`config.mk`:
```
export PLATFORM = sky130hd
export DESIGN_NAME = sample_delay_line_flat
export DESIGN_NICKNAME = d
export VERILOG_FILES = /design/src/rtl/sample_delay_line_if.sv /design/src/rtl/sample_delay_line.sv /design/src/flat_wrapper.sv
export SDC_FILE = /design/constraint.sdc
export NUM_CORES = 1
export LEC_CHECK = 0
export CORE_UTILIZATION = 55
export CTS_CLUSTER_SIZE = 25
export DETAILED_ROUTE_END_ITERATION = 8
export PLACE_DENSITY = 0.94
export RECOVER_POWER = 50
export SETUP_SLACK_MARGIN = 0.05
export SLEW_MARGIN = 20
export SYNTH_ARGS = -nofsm -noshare
export SYNTH_HDL_FRONTEND = slang
export SYNTH_SLANG_ARGS = --single-unit
```
`constraint.sdc`:
```
create_clock -name clk -period 8.05 [get_ports clk]
set_clock_uncertainty 0.1 [all_clocks]
set_input_delay 1.61 -clock clk [delete_from_list [all_inputs] [get_ports clk]]
set_output_delay 1.61 -clock clk [all_outputs]
set_load 0.01 [all_outputs]
```
`src/rtl/sample_delay_line_if.sv`:
```
// Client request/response and external SRAM pins of the sample delay line.
interface sample_delay_line_if #(
    parameter int DATA_WIDTH      = 16,
    parameter int ADDR_WIDTH      = 13,
    parameter int SRAM_ADDR_WIDTH = 18
);
    logic                       sample_valid;
    logic [DATA_WIDTH-1:0]      sample_in;
    logic                       sram_rd;
    logic [ADDR_WIDTH-1:0]      sram_offset;
    logic [DATA_WIDTH-1:0]      sram_data_in;
    logic                       sram_read_finish;
    logic                       overrun;
    logic [SRAM_ADDR_WIDTH-1:0] mem_addr;
    logic [DATA_WIDTH-1:0]      mem_dq_out;
    logic                       mem_dq_oe;
    logic [DATA_WIDTH-1:0]      mem_dq_in;
    logic                       mem_ce_n;
    logic                       mem_oe_n;
    logic                       mem_we_n;

    modport slave (
        input  sample_valid, sample_in, sram_rd, sram_offset, mem_dq_in,
        output sram_data_in, sram_read_finish, overrun,
               mem_addr, mem_dq_out, mem_dq_oe, mem_ce_n, mem_oe_n, mem_we_n
    );

    modport master (
        output sample_valid, sample_in, sram_rd, sram_offset, mem_dq_in,
        input  sram_data_in, sram_read_finish, overrun,
               mem_addr, mem_dq_out, mem_dq_oe, mem_ce_n, mem_oe_n, mem_we_n
    );
endinterface

```
`src/rtl/sample_delay_line.sv`:
```
// Circular sample history in external SRAM; serves single-word reads at an offset back from the newest sample.
// state  | meaning
// IDLE   | waiting; pending write served before pending read
// WRITE  | pending sample strobed into slot wp
// READ   | slot (wp-1-off) strobed out, or zero if never written
// FINISH | one-cycle read_finish pulse
module sample_delay_line #(
    parameter int DATA_WIDTH      = 16,
    parameter int ADDR_WIDTH      = 13,
    parameter int SRAM_ADDR_WIDTH = 18,
    parameter int BASE_ADDR       = 0,
    parameter int ACCESS_CYCLES   = 2
) (
    input logic                clk,
    input logic                rst,
    sample_delay_line_if.slave bus
);
    localparam int PW    = ADDR_WIDTH - 1;
    localparam int DEPTH = 2 ** PW;
    localparam int CW    = (ACCESS_CYCLES > 1) ? $clog2(ACCESS_CYCLES) : 1;
    localparam logic [CW-1:0]              AC_LOAD  = CW'(ACCESS_CYCLES - 1);
    localparam logic [ADDR_WIDTH-1:0]      FILL_MAX = ADDR_WIDTH'(DEPTH);
    localparam logic [SRAM_ADDR_WIDTH-1:0] BASE     = SRAM_ADDR_WIDTH'(BASE_ADDR);

    typedef enum logic [1:0] {IDLE, WRITE, READ, FINISH} state_t;

    state_t                state_q, state_d;
    logic [PW-1:0]         wp_q, off_q, rd_slot;
    logic [ADDR_WIDTH-1:0] fill_q;
    logic                  wr_pend_q, rd_pend_q, overrun_q;
    logic [DATA_WIDTH-1:0] wr_buf_q, wdat_q, rdata_q;
    logic [CW-1:0]         ac_q;
    logic                  ac_tc, rd_hit, wr_start, rd_start, rd_busy;

    assign ac_tc    = (ac_q == '0);
    assign rd_slot  = wp_q - PW'(1) - off_q;
    assign rd_hit   = ({1'b0, off_q} < fill_q);
    assign wr_start = (state_q == IDLE) && wr_pend_q;
    assign rd_start = (state_q == IDLE) && !wr_pend_q && rd_pend_q;
    assign rd_busy  = rd_pend_q || (state_q == READ) || (state_q == FINISH);

    always_ff @(posedge clk or posedge rst) begin
        if (rst) state_q <= IDLE;
        else     state_q <= state_d;
    end

    always_comb begin
        state_d = state_q;
        case (state_q)
            IDLE: begin
                if (wr_pend_q)      state_d = WRITE;
                else if (rd_pend_q) state_d = READ;
            end
            WRITE:   if (ac_tc) state_d = IDLE;
            READ:    if (ac_tc) state_d = FINISH;
            FINISH:  state_d = IDLE;
            default: state_d = IDLE;
        endcase
    end

    always_ff @(posedge clk or posedge rst) begin
        if (rst) begin
            wp_q      <= '0;
            fill_q    <= '0;
            off_q     <= '0;
            wr_pend_q <= 1'b0;
            rd_pend_q <= 1'b0;
            overrun_q <= 1'b0;
            wr_buf_q  <= '0;
            wdat_q    <= '0;
            rdata_q   <= '0;
            ac_q      <= '0;
        end else begin
            // a new sample always stays pending, even on the edge the old one is taken
            if (bus.sample_valid) begin
                wr_pend_q <= 1'b1;
                wr_buf_q  <= bus.sample_in;
                if (wr_pend_q && !wr_start) overrun_q <= 1'b1;
            end else if (wr_start) begin
                wr_pend_q <= 1'b0;
            end

            if (bus.sram_rd && !rd_busy) begin
                rd_pend_q <= 1'b1;
                off_q     <= bus.sram_offset[ADDR_WIDTH-1:1];
            end else if (rd_start) begin
                rd_pend_q <= 1'b0;
            end

            if (wr_start) wdat_q <= wr_buf_q;

            if (wr_start || rd_start) ac_q <= AC_LOAD;
            else if (!ac_tc)          ac_q <= ac_q - CW'(1);

            if (state_q == WRITE && ac_tc) begin
                wp_q <= wp_q + PW'(1);
                if (fill_q != FILL_MAX) fill_q <= fill_q + ADDR_WIDTH'(1);
            end

            if (state_q == READ && ac_tc) rdata_q <= rd_hit ? bus.mem_dq_in : '0;
        end
    end

    always_comb begin
        bus.mem_addr         = '0;
        bus.mem_dq_oe        = 1'b0;
        bus.mem_ce_n         = 1'b1;
        bus.mem_oe_n         = 1'b1;
        bus.mem_we_n         = 1'b1;
        bus.sram_read_finish = 1'b0;
        case (state_q)
            WRITE: begin
                bus.mem_addr  = BASE + SRAM_ADDR_WIDTH'(wp_q);
                bus.mem_dq_oe = 1'b1;
                bus.mem_ce_n  = 1'b0;
                bus.mem_we_n  = 1'b0;
            end
            READ: begin
                bus.mem_addr = BASE + SRAM_ADDR_WIDTH'(rd_slot);
                if (rd_hit) begin
                    bus.mem_ce_n = 1'b0;
                    bus.mem_oe_n = 1'b0;
                end
            end
            FINISH:  bus.sram_read_finish = 1'b1;
            default: ;
        endcase
    end

    assign bus.mem_dq_out   = wdat_q;
    assign bus.sram_data_in = rdata_q;
    assign bus.overrun      = overrun_q;
endmodule

```
`src/flat_wrapper.sv`:
```
// flat-port wrapper written by rule: the top's interface ports become plain ports
module sample_delay_line_flat 
#(
    parameter int DATA_WIDTH      = 16,
    parameter int ADDR_WIDTH      = 13,
    parameter int SRAM_ADDR_WIDTH = 18,
    parameter int BASE_ADDR       = 0,
    parameter int ACCESS_CYCLES   = 2
)
  (clk, rst, bus_sample_valid, bus_sample_in, bus_sram_rd, bus_sram_offset, bus_mem_dq_in, bus_sram_data_in, bus_sram_read_finish, bus_overrun, bus_mem_addr, bus_mem_dq_out, bus_mem_dq_oe, bus_mem_ce_n, bus_mem_oe_n, bus_mem_we_n);
  sample_delay_line_if #(.DATA_WIDTH(DATA_WIDTH), .ADDR_WIDTH(ADDR_WIDTH), .SRAM_ADDR_WIDTH(SRAM_ADDR_WIDTH)) bus_i ();
  input logic clk;
  input logic rst;
  input wire logic [$bits(bus_i.sample_valid)-1:0] bus_sample_valid;
  input wire logic [$bits(bus_i.sample_in)-1:0] bus_sample_in;
  input wire logic [$bits(bus_i.sram_rd)-1:0] bus_sram_rd;
  input wire logic [$bits(bus_i.sram_offset)-1:0] bus_sram_offset;
  input wire logic [$bits(bus_i.mem_dq_in)-1:0] bus_mem_dq_in;
  output wire logic [$bits(bus_i.sram_data_in)-1:0] bus_sram_data_in;
  output wire logic [$bits(bus_i.sram_read_finish)-1:0] bus_sram_read_finish;
  output wire logic [$bits(bus_i.overrun)-1:0] bus_overrun;
  output wire logic [$bits(bus_i.mem_addr)-1:0] bus_mem_addr;
  output wire logic [$bits(bus_i.mem_dq_out)-1:0] bus_mem_dq_out;
  output wire logic [$bits(bus_i.mem_dq_oe)-1:0] bus_mem_dq_oe;
  output wire logic [$bits(bus_i.mem_ce_n)-1:0] bus_mem_ce_n;
  output wire logic [$bits(bus_i.mem_oe_n)-1:0] bus_mem_oe_n;
  output wire logic [$bits(bus_i.mem_we_n)-1:0] bus_mem_we_n;
  assign bus_i.sample_valid = bus_sample_valid;
  assign bus_i.sample_in = bus_sample_in;
  assign bus_i.sram_rd = bus_sram_rd;
  assign bus_i.sram_offset = bus_sram_offset;
  assign bus_i.mem_dq_in = bus_mem_dq_in;
  assign bus_sram_data_in = bus_i.sram_data_in;
  assign bus_sram_read_finish = bus_i.sram_read_finish;
  assign bus_overrun = bus_i.overrun;
  assign bus_mem_addr = bus_i.mem_addr;
  assign bus_mem_dq_out = bus_i.mem_dq_out;
  assign bus_mem_dq_oe = bus_i.mem_dq_oe;
  assign bus_mem_ce_n = bus_i.mem_ce_n;
  assign bus_mem_oe_n = bus_i.mem_oe_n;
  assign bus_mem_we_n = bus_i.mem_we_n;
  sample_delay_line #(.DATA_WIDTH(DATA_WIDTH), .ADDR_WIDTH(ADDR_WIDTH), .SRAM_ADDR_WIDTH(SRAM_ADDR_WIDTH), .BASE_ADDR(BASE_ADDR), .ACCESS_CYCLES(ACCESS_CYCLES)) u_core (.clk(clk), .rst(rst), .bus(bus_i));
endmodule
```
Word-level counts from Yosys, hierarchy flattened --
Index checks and enable logic that the tools add are counted. W data, S select, Z words.
Word-level totals: flip-flop bits (word level) 91, latch bits 0, bits in writable memories 0, memory bits (read-only) 0, input bits 49, output and inout bits 56, logic and storage cells 63, memories 0
Cells by class: $add $sub $neg 5, $mul 0, div/mod/pow operators 0, magnitude comparators 1, equal/unequal tests 7, shift operators 0, multiplexer cells 19, bitwise gates (word level) 1, reductions and logical operators 19
Operators with widths (number):
- $pmux W12 S2 | 1
- $mux W16 | 1
- $add A13 B1 Y13 const B | 1
- $lt A12 B13 Y1 | 1
- $ne A13 B13 Y1 const B | 1
- $add A12 B1 Y12 const B | 1
- $sub A12 B1 Y12 const B | 1
- $sub A12 B12 Y12 | 1
- $mux W1 | 11
- $mux W2 | 4
- $pmux W2 S4 | 1
- $logic_and A1 B1 Y1 | 7
- $eq A2 B2 Y1 const B | 2
- $ne A2 B2 Y1 const B | 2
- $reduce_and A2 Y1 | 2
- $reduce_bool A2 Y1 | 2
- $logic_not A1 Y1 | 3
- $logic_or A1 B1 Y1 | 3
- $ne A3 B1 Y1 const B | 1
- $reduce_and A3 Y1 | 1
- $eq A2 B1 Y1 const B | 1
- $logic_not A2 Y1 | 1
- $pmux W1 S2 | 1
- $not A1 Y1 | 1
- $sub A1 B1 Y1 const B | 1

Logic depth before layout (Yosys ltp) --
Gate-level depths: netlist of run 1.
depth in word-level cells 6, mapped depth 10, gate-level depth less buffers 10

Worst setup path before layout of run 1 --
Ideal clock, no wire load.
kind reg-to-output, start point reg u_core.wp_q[0], end point out bus_mem_addr[10], arrival 2069 ps, data required time 6340 ps, setup slack 4271 ps, cell stages (with the launch flop) 10, path buffers 0, cells stage by stage dfrtp_1 -> ha_1 -> inv_1 -> fa_1 -> nor2b_1 -> o31ai_2 -> a21oi_1 -> a41oi_1 -> xor2_1 -> o21ai_0
Between the ends: word-level cells in the longest chain between the ends 3
RTL lines:
- start, declared | RTL line sample_delay_line.sv:28 | logic [PW-1:0] wp_q, off_q, rd_slot;
- start signal, assigned | RTL line sample_delay_line.sv:96 | wp_q <= wp_q + PW'(1);
- $sub A12 B1 Y12 | RTL line sample_delay_line.sv:36 | assign rd_slot = wp_q - PW'(1) - off_q;
- $sub A12 B12 Y12 | RTL line sample_delay_line.sv:36
- $pmux W12 S2 | RTL line sample_delay_line.sv:111 | case (state_q)
- end, declared | RTL line flat_wrapper.sv:22 | output wire logic [$bits(bus_i.mem_addr)-1:0] bus_mem_addr;
No other way between the ends.

Worst setup path in the final report of run 1 --
Ends and elaborated chain as after synthesis.

==> flow_metrics.py, run 1 <==
metrics = {
    "clocking": {
        "cts-buffers-inserted": 9,
        "h-tree-depth": 3,
        "clk_latency_ns": 0.37,
        "clock_path_buffers": 2,
        "cts_setup_buffers": 0,
        "ctsRootBufferMaster": "clkbuf_8",
        "cts_resized": 0,
        "cts_hold_buf": 0,
        "cts_tree": "built",
        "path_clk_slew_ns": 0.09,
        "clkSinkCount": 91,
    },
    "sta": {
        "grt_setup_unrepaired": "false",
        "finalMaxSlewViolations": 0,
        "tns_ns": 0,
        "maxClockFrequency_mhz": 204,
        "setup_viol": 0,
        "worst_slew_pin_slew_ns": 0.902,
        "finalHoldViolCount": 0,
        "whs_ns": 0.400,
        "min_period_ns": 4.90,
        "relSlewSlack_pct": 39.8,
        "timing.final.crit_share_pct": 60.9,
    },
    "status": {
        "status": "completed",
    },
    "pwr": {
        "power.switching_mw": 0.857,
        "switching_share_pct": 39.4,
        "power_density_nw_per_um2": 371,
        "clockPowerShare_pct": 14.1,
        "internal-power_mw": 1.32,
        "finalPower_mw": 2.18,
        "ir_worst_vdd_v": 0.000201,
        "p_leak_nw": 2.50,
        "power_frac_seq_pct": 33.8,
        "pwr-share-comb_pct": 52.1,
    },
    "cells_and_area": {
        "final_cell_mix": "clkdlybuf4s50_1, dfrtp_1, nor2_1",
        "syn2layout_area_growth_pct": 25.3,
        "fin_cells": 658,
        "fillers": 614,
        "fin_nets": 628,
        "antenna_cells": 0,
        "layout_commonest_cell": "clkdlybuf4s50_1",
        "multi_input_area_um2": 2150,
        "final_layout_size_suffix_gt1_share_pct": 9.76,
        "regArea_um2": 2280,
        "finalInstanceArea_um2": 5860,
    },
    "route": {
        "num_vias": 3662,
        "drt_wl_total_mm": 10.6,
        "routedWlPerCell_um": 16.1,
        "post-route-drc-count": 0,
        "viasPerCell": 5.57,
        "antenna_left": 0,
        "first_pass_iters": 5,
        "dr.first_iter.drc_count": 241,
    },
    "synth": {
        "synth_seq_cells": 91,
        "synth_top_area_cell": "dfrtp_1",
        "syn-mean-instance-area_um2": 10.4,
        "synth_area_leaders": "dfrtp_1, ha_1, mux2_2",
        "postSynth.asyncResetShare_pct": 100,
        "yosysWarnings": 0,
        "synthesis.area_um2": 4680,
        "synth_edf_count": 0,
        "ys.flop_type": "dfrtp_1",
        "seq_area_frac_synth_pct": 48.7,
        "yosysTopAreaCellShare_pct": 48.7,
        "postSynthCellCount": 451,
        "yosysUniqueCellTypes": 51,
    },
    "floorplanning": {
        "fp-row-count": 33,
        "die_h_um": 94.2,
        "dieArea_um2": 8880,
        "die_x_um": 94.2,
        "io_pins": 105,
        "core_area_um2": 8220,
        "start_util_pct": 56.9,
    },
    "placed_design": {
        "gp_congestion": 0.925,
        "place_inst": 643,
        "portBuffers": 97,
        "dp_hpwl_mm": 7.70,
        "placed_cell_area_um2": 5710,
    },
    "global_routing": {
        "grt-ovfl-total": 0,
        "grt_use_total_pct": 26.3,
        "grt_pass1_wl_mm": 17.8,
        "antenna_found_initial": 0,
        "grt_pass1_vias": 3788,
        "grt_max_degree": 92,
    },
    "worst_setup_path": {
        "r2r-start": "u_core.state_q[1]$_DFFE_PP0P_",
        "crit_arrival_ns": 3.19,
        "crit_end": "bus_mem_addr[10]",
        "rr_endpoint": "u_core.fill_q[12]$_DFFE_PP0P_",
        "crit_path_cell_trace": "ha_1 > inv_1 > fa_1 > nor2b_1 > o31ai_2 > a21oi_1 > a41oi_1 > xor2_1 > o21ai_0 > clkdlybuf4s50_1",
        "worstRegToRegCells": 8,
        "critPathLaunch": "u_core.wp_q[0]$_DFFE_PP0P_",
        "path_depth": 10,
        "max_stage_delay_ns": 0.56,
        "path_buf_inv": 2,
        "required_ns": 6.34,
        "path_max_fanout": 6,
        "r2r_setup_slack_ns": 5.26,
        "start_kind": "register",
        "critPathKind": "reg -> out",
        "critPathSlowestCell": "clkdlybuf4s50_1",
        "path_delay_family": "compound AO/OA/AOI/OAI gates",
        "endpoint_kind": "output port",
    },
    "worst_hold_path": {
        "hp-class": "reg -> reg",
    },
    "job": {
        "maxCapViolCount": 0,
    },
}
==> registers in the layout (all words and copies together), names as in the netlist <==
signal and count:
u_core.wr_pend_q 1, u_core.fill_q 13, u_core.bus.sram_data_in 16, u_core.state_q 2
u_core.bus.overrun 1, u_core.rd_pend_q 1, u_core.wp_q 12, u_core.ac_q 1
u_core.wr_buf_q 16, u_core.off_q 12, u_core.bus.mem_dq_out 16
==> routing by layer <==
metal  track usage [%]  vias to the layer above  part of all wire, %
met1              31.5                     1786                   40
met3              7.44                       24                  7.7
li1                  -                     1722                    -
met5                 0                        -                    0
met4              10.3                        0                  2.4
met2              44.6                      130                   50
==> synth_stat cells (2+ instances only) <==
| master | instances |
|---|---|
| a21oi_1 | 16 |
| xor2_1 | 5 |
| nor3_2 | 2 |
| xnor2_1 | 25 |
| clkbuf_1 | 5 |
| nor2_1 | 44 |
| nand2b_1 | 4 |
| nor2b_1 | 5 |
| dfrtp_1 | 91 |
| or3_1 | 2 |
| inv_1 | 33 |
| mux2_2 | 32 |
| nor3_1 | 18 |
| nand3_1 | 10 |
| a211oi_1 | 4 |
| o21ai_0 | 30 |
| buf_4 | 7 |
| a21o_1 | 3 |
| buf_2 | 4 |
| ha_1 | 29 |
| nand4_1 | 6 |
| and2_1 | 2 |
| and3_1 | 3 |
| nor4b_1 | 2 |
| a22o_1 | 2 |
| o211ai_1 | 2 |
| nand2_1 | 36 |
| o21ai_1 | 3 |
| o22ai_1 | 2 |
| a22oi_1 | 3 |
==> cell families after synthesis <==
kind of cell             count (synthesis)  share of synthesized area (%)
adder cells (fa/ha/maj)                 30                           8.19
AND/OR/NAND/NOR                        141                           15.1
XOR/XNOR                                30                           5.62
AO/OA/AOI/OAI                           75                           9.71
buffers and inverters                   51                           4.92
multiplexers                            32                           7.70
flip-flops                              91                           48.7
other                                    1                         0.0802
==> worst min-delay path by stage <==
| stage | startpoint | end | slack (ns) | cells past startpoint |
|---|---|---|---|---|
| 6_report | u_core.fill_q[10]$_DFFE_PP0P_ | u_core.fill_q[10]$_DFFE_PP0P_ | 0.40 | 1 |
| 5_1_grt | u_core.bus.mem_dq_out[13]$_DFFE_PP0P_ | u_core.bus.mem_dq_out[13]$_DFFE_PP0P_ | 0.43 | 1 |
| 4_1_cts | u_core.fill_q[10]$_DFFE_PP0P_ | u_core.fill_q[10]$_DFFE_PP0P_ | 0.40 | 1 |
| 3_5_place_dp | u_core.bus.overrun$_DFFE_PP0P_ | u_core.bus.overrun$_DFFE_PP0P_ | 0.39 | 1 |
| 3_3_place_gp | u_core.bus.overrun$_DFFE_PP0P_ | u_core.bus.overrun$_DFFE_PP0P_ | 0.35 | 1 |
| 2_1_floorplan | u_core.fill_q[10]$_DFFE_PP0P_ | u_core.fill_q[10]$_DFFE_PP0P_ | 0.37 | 1 |
==> layout make-up <==
class                   count  share of cell area [%]
repair buffers             99                    16.8
well taps                 105                    2.24
multi-input cells         314                    36.7
clock inverters             6                    1.11
clock buffers               9                    2.11
inverters                  34                    2.20
flip-flops and latches     91                    38.8
==> through the flow <==
step / util (%) / setup slack (ns)
global route: 71.3 / 2.97
detailed placement: 69.5 / 3.58
floorplan: - / 3.98
finish: 71.3 / 3.15
global placement: 69.5 / 3.66
CTS: 71.8 / 3.16
==> power groups by stage <==
stage	sequential (mW)	clock, mW	combinational (mW)
2_1_floorplan	0.760	0	0.677
3_3_place_gp	0.734	0	1.08
3_5_place_dp	0.746	0	1.13
4_1_cts	0.739	0.313	1.15
5_1_grt	0.760	0.327	1.25
6_report	0.736	0.307	1.13
(Power assumes the default switching activity.)
==> run 2: changes to the inputs <==
CORE_UTILIZATION = 46   (was 55)
PLACE_DENSITY = 0.85   (was 0.94)
clock period = 4.03 ns   (was 8.05 ns; I/O delays follow)
==> flow_metrics.py, run 2 (synthesis gave the netlist of run 1 again) <==
metrics = {
    "worst_setup_path": {
        "critPathSlowestCell": "clkdlybuf4s50_1",
        "r2r-start": "u_core.state_q[0]$_DFFE_PP0P_",
        "required_ns": 3.12,
        "worstRegToRegCells": 7,
        "path_max_fanout": 6,
        "start_kind": "register",
        "endpoint_kind": "output port",
        "critPathKind": "reg -> out",
        "crit_path_cell_trace": "ha_1 > inv_1 > fa_1 > nor2b_2 > o31ai_2 > nand2b_1 > a211oi_1 > o31ai_1 > clkdlybuf4s50_1",
        "max_stage_delay_ns": 0.61,
        "r2r_setup_slack_ns": 1.22,
        "rr_endpoint": "u_core.bus.sram_data_in[10]$_DFFE_PP0P_",
        "crit_arrival_ns": 2.88,
    },
    "route": {
        "num_vias": 3605,
        "post-route-drc-count": 0,
        "routedWlPerCell_um": 15.2,
        "viasPerCell": 5.23,
        "dr.first_iter.drc_count": 182,
        "first_pass_iters": 4,
        "antenna_left": 0,
        "drt_wl_total_mm": 10.5,
    },
    "cells_and_area": {
        "syn2layout_area_growth_pct": 26.9,
        "fin_nets": 630,
        "layout_commonest_cell": "clkdlybuf4s50_1",
        "final_cell_mix": "clkdlybuf4s50_1, dfrtp_1, nor2_1",
        "finalInstanceArea_um2": 5940,
        "fin_util_pct": 60.5,
        "final_layout_size_suffix_gt1_share_pct": 11.0,
        "antenna_cells": 0,
        "fin_cells": 689,
    },
    "clocking": {
        "path_clk_slew_ns": 0.09,
        "cts_hold_buf": 0,
        "cts_tree": "built",
        "clock_path_buffers": 2,
        "h-tree-depth": 3,
        "clk_latency_ns": 0.35,
        "cts_setup_buffers": 0,
        "clkSinkCount": 91,
        "cts-buffers-inserted": 9,
        "ctsRootBufferMaster": "clkbuf_8",
    },
    "placed_design": {
        "dp_hpwl_mm": 7.92,
        "gp_congestion": 0.832,
        "pre_cts_ws_ns": 0.359,
        "placed_cell_area_um2": 5760,
        "place_inst": 673,
        "portBuffers": 97,
    },
    "status": {
        "violations": "max-capacitance violations, max-slew violations",
        "status": "complete, but fails checks",
    },
    "sta": {
        "tns_ns": 0,
        "timing.final.crit_share_pct": 94.1,
        "relSlewSlack_pct": -54.0,
        "grt_setup_unrepaired": "false",
        "setup_viol": 0,
        "finalMaxSlewViolations": 64,
        "min_period_ns": 3.79,
        "finalHoldViolCount": 0,
        "worst_slew_pin_slew_ns": 2.31,
        "whs_ns": 0.379,
        "maxClockFrequency_mhz": 264,
        "setup_ws_ns": 0.239,
    },
    "worst_hold_path": {
        "hp-start": "u_core.bus.overrun$_DFFE_PP0P_",
        "holdPathEnd": "u_core.bus.overrun$_DFFE_PP0P_",
        "hold-path-cell-count": 1,
        "hp-class": "reg -> reg",
    },
    "job": {
        "maxCapViolCount": 1,
    },
    "floorplanning": {
        "dieArea_um2": 10600,
        "die_x_um": 103,
        "io_pins": 105,
        "core_area_um2": 9820,
        "fp-row-count": 36,
        "start_util_pct": 47.6,
        "die_h_um": 103,
    },
    "global_routing": {
        "grt_pass1_wl_mm": 16.7,
        "grt_max_degree": 64,
        "grt_use_total_pct": 20.5,
        "antenna_found_initial": 0,
        "grt-ovfl-total": 0,
        "grt_pass1_vias": 3585,
    },
    "pwr": {
        "finalPower_mw": 4.35,
        "ir_worst_vdd_v": 0.000282,
        "p_leak_nw": 2.53,
        "power_density_nw_per_um2": 733,
    },
}
[run 2: worst max-delay path by stage]
stage | start | endpoint | depth (start not counted)
6_report | u_core.wp_q[0]$_DFFE_PP0P_ | bus_mem_addr[6] | 9
5_1_grt | u_core.off_q[8]$_DFFE_PP0P_ | bus_mem_addr[11] | 9
4_1_cts | u_core.off_q[0]$_DFFE_PP0P_ | bus_mem_addr[8] | 11
3_5_place_dp | u_core.wp_q[0]$_DFFE_PP0P_ | bus_mem_addr[10] | 10
3_3_place_gp | u_core.wp_q[0]$_DFFE_PP0P_ | bus_mem_addr[10] | 10
2_1_floorplan | rst | u_core.ac_q$_DFF_PP0_ | 1
[run 2: final cells by class]
cell class,count,area [um^2]
clock buffers,10,128
clock inverters,6,72.6
fillers,832,3880
inverters,34,128
multi-input cells,314,2170
flip-flops and latches,91,2280
well taps,133,166
repair buffers,101,990
[run 2: power breakdown]
group | switching (mW) | total (mW) | internal [mW]
combinational | 1.14 | 2.26 | 1.12
clock | 0.324 | 0.618 | 0.294
sequential | 0.242 | 1.48 | 1.23
[run 2: critical path, delay by kind of cell (launching register included)]
| family | cells | cell delay (ns) |
|---|---|---|
| AO/OA/AOI/OAI | 3 | 0.48 |
| adder cells (fa/ha/maj) | 2 | 0.66 |
| buffers and inverters | 2 | 0.68 |
| AND/OR/NAND/NOR | 2 | 0.27 |
| flip-flops | 1 | 0.45 |
[run 2: repair_timing]
item	CTS	global route
endpoints found under the setup margin	2	3
endpoints found under the hold margin	0	0
resized for setup	3	4
[run 2: per-layer routing]
layer  share of wire (%)  track usage [%]  up-vias
li1                    -                -     1737
met1                  43             25.8     1777
met2                  53             35.9       86
met3                 4.2             4.68        5
met4                0.47             4.77        0
met5                   0                0        -
==> run 3: changes to the inputs <==
CORE_MARGIN = 5   (was default)
CORE_UTILIZATION = 47   (was 46)
CTS_BUF_LIST = sky130_fd_sc_hd__clkbuf_2 sky130_fd_sc_hd__clkbuf_4 sky130_fd_sc_hd__clkbuf_8   (was default)
PLACE_DENSITY = 0.86   (was 0.85)
==> flow_metrics.py, run 3 (synthesis gave the netlist of run 1 again) <==
metrics = {
    "route": {
        "first_pass_iters": 5,
        "routedWlPerCell_um": 15.6,
        "post-route-drc-count": 0,
        "drt_wl_total_mm": 10.7,
        "dr.first_iter.drc_count": 203,
        "antenna_left": 0,
        "viasPerCell": 5.19,
        "num_vias": 3564,
    },
    "cells_and_area": {
        "final_cell_mix": "clkdlybuf4s50_1, dfrtp_1, nor2_1",
        "fin_nets": 629,
        "antenna_cells": 0,
        "final_layout_size_suffix_gt1_share_pct": 11.2,
        "syn2layout_area_growth_pct": 27.2,
        "layout_commonest_cell": "clkdlybuf4s50_1",
    },
    "worst_setup_path": {
        "cp_common_cell": "inv_1",
        "max_stage_delay_ns": 0.61,
        "path_delay_family": "buffers and inverters",
        "crit_arrival_ns": 2.93,
        "critPathKind": "reg -> out",
        "critPathSlowestCell": "clkdlybuf4s50_1",
        "endpoint_kind": "output port",
        "path_buf_inv": 3,
        "r2r_setup_slack_ns": 1.30,
        "start_kind": "register",
        "required_ns": 3.12,
        "path_max_fanout": 3,
        "crit_path_cell_trace": "inv_1 > ha_1 > inv_1 > fa_1 > nor2b_1 > o31ai_2 > nand2b_1 > a211oi_1 > o31ai_1 > clkdlybuf4s50_1",
    },
    "job": {
        "maxCapViolCount": 1,
    },
    "clocking": {
        "h-tree-depth": 3,
        "cts-buffers-inserted": 9,
        "cts_setup_buffers": 0,
        "ctsRootBufferMaster": "clkbuf_8",
        "cts_hold_buf": 0,
        "path_clk_slew_ns": 0.09,
        "clkSinkCount": 91,
        "clock_path_buffers": 2,
        "cts_tree": "built",
        "clk_latency_ns": 0.35,
    },
    "global_routing": {
        "grt-ovfl-total": 0,
        "antenna_found_initial": 0,
        "grt_pass1_wl_mm": 17.1,
        "grt_max_degree": 51,
        "grt_pass1_vias": 3590,
        "grt_use_total_pct": 18.0,
    },
    "sta": {
        "min_period_ns": 3.84,
        "maxClockFrequency_mhz": 261,
        "whs_ns": 0.384,
        "worst_slew_pin_slew_ns": 1.78,
        "relSlewSlack_pct": -19.1,
        "timing.final.crit_share_pct": 95.2,
        "tns_ns": 0,
        "finalHoldViolCount": 0,
        "setup_viol": 0,
        "finalMaxSlewViolations": 43,
        "grt_setup_unrepaired": "false",
    },
    "floorplanning": {
        "die_h_um": 110,
        "fp-row-count": 36,
        "core_area_um2": 9730,
        "die_x_um": 110,
        "io_pins": 105,
        "start_util_pct": 48.1,
        "dieArea_um2": 12000,
    },
    "placed_design": {
        "dp_hpwl_mm": 8.18,
        "portBuffers": 97,
        "gp_congestion": 0.868,
    },
    "pwr": {
        "p_leak_nw": 2.52,
        "ir_worst_vdd_v": 0.000295,
        "power_density_nw_per_um2": 741,
    },
    "status": {
        "status": "complete, but fails checks",
        "violations": "max-capacitance violations, max-slew violations",
    },
    "worst_hold_path": {
        "hp-class": "reg -> reg",
    },
}
run 3: layout make-up:
type                    count  area, um^2
fillers                   813        3780
repair buffers            100         981
flip-flops and latches     91        2280
well taps                 133         166
clock buffers               9         124
multi-input cells         314        2180
clock inverters             6        90.1
inverters                  34         129
run 3: power by group:
group	internal, mW	leakage [nW]	switching [mW]
logic	1.12	1.29	1.14
registers	1.23	1.12	0.240
clock network	0.348	0.106	0.325
run 3: per-layer routing:
metal | share of wire (%) | GRT usage, % | up-vias
met3 | 5.3 | 3.23 | 21
li1 | - | - | 1732
met4 | 2.4 | 6.68 | 0
met2 | 51 | 31.4 | 110
met1 | 42 | 22.4 | 1701
met5 | 0 | 0 | -
run 3: path summary, 6_finish.rpt:
| kind | startpoint | to | depth (start not counted) |
|---|---|---|---|
| min in group asynchronous | rst | u_core.bus.sram_data_in[8]$_DFFE_PP0P_ | 2 |
| worst max register to register | u_core.state_q[1]$_DFFE_PP0P_ | u_core.fill_q[12]$_DFFE_PP0P_ | 8 |
| worst min-delay path | u_core.bus.overrun$_DFFE_PP0P_ | u_core.bus.overrun$_DFFE_PP0P_ | 1 |
| worst min register to register | u_core.bus.overrun$_DFFE_PP0P_ | u_core.bus.overrun$_DFFE_PP0P_ | 1 |
| max in group asynchronous | rst | u_core.wp_q[0]$_DFFE_PP0P_ | 3 |
| worst max-delay path | u_core.off_q[0]$_DFFE_PP0P_ | bus_mem_addr[6] | 10 |
run 3: stage by stage:
step	instances	setup WS (ns)	power (mW)	instance area, um^2	util, %
after detailed placement	672	0.309	3.77	5770	59.3
final	687	0.192	4.41	5950	61.1
after floorplan	456	0.760	2.87	4700	-
after CTS	687	0.116	4.46	5980	61.5
after global routing	687	0.0604	4.73	5950	61.1
after global placement	672	0.391	3.64	5770	59.3
run 3: what timing repair did:
item,CTS,global route
resized for setup,4,3
pin swaps,0,0
endpoints found under the setup margin,2,2
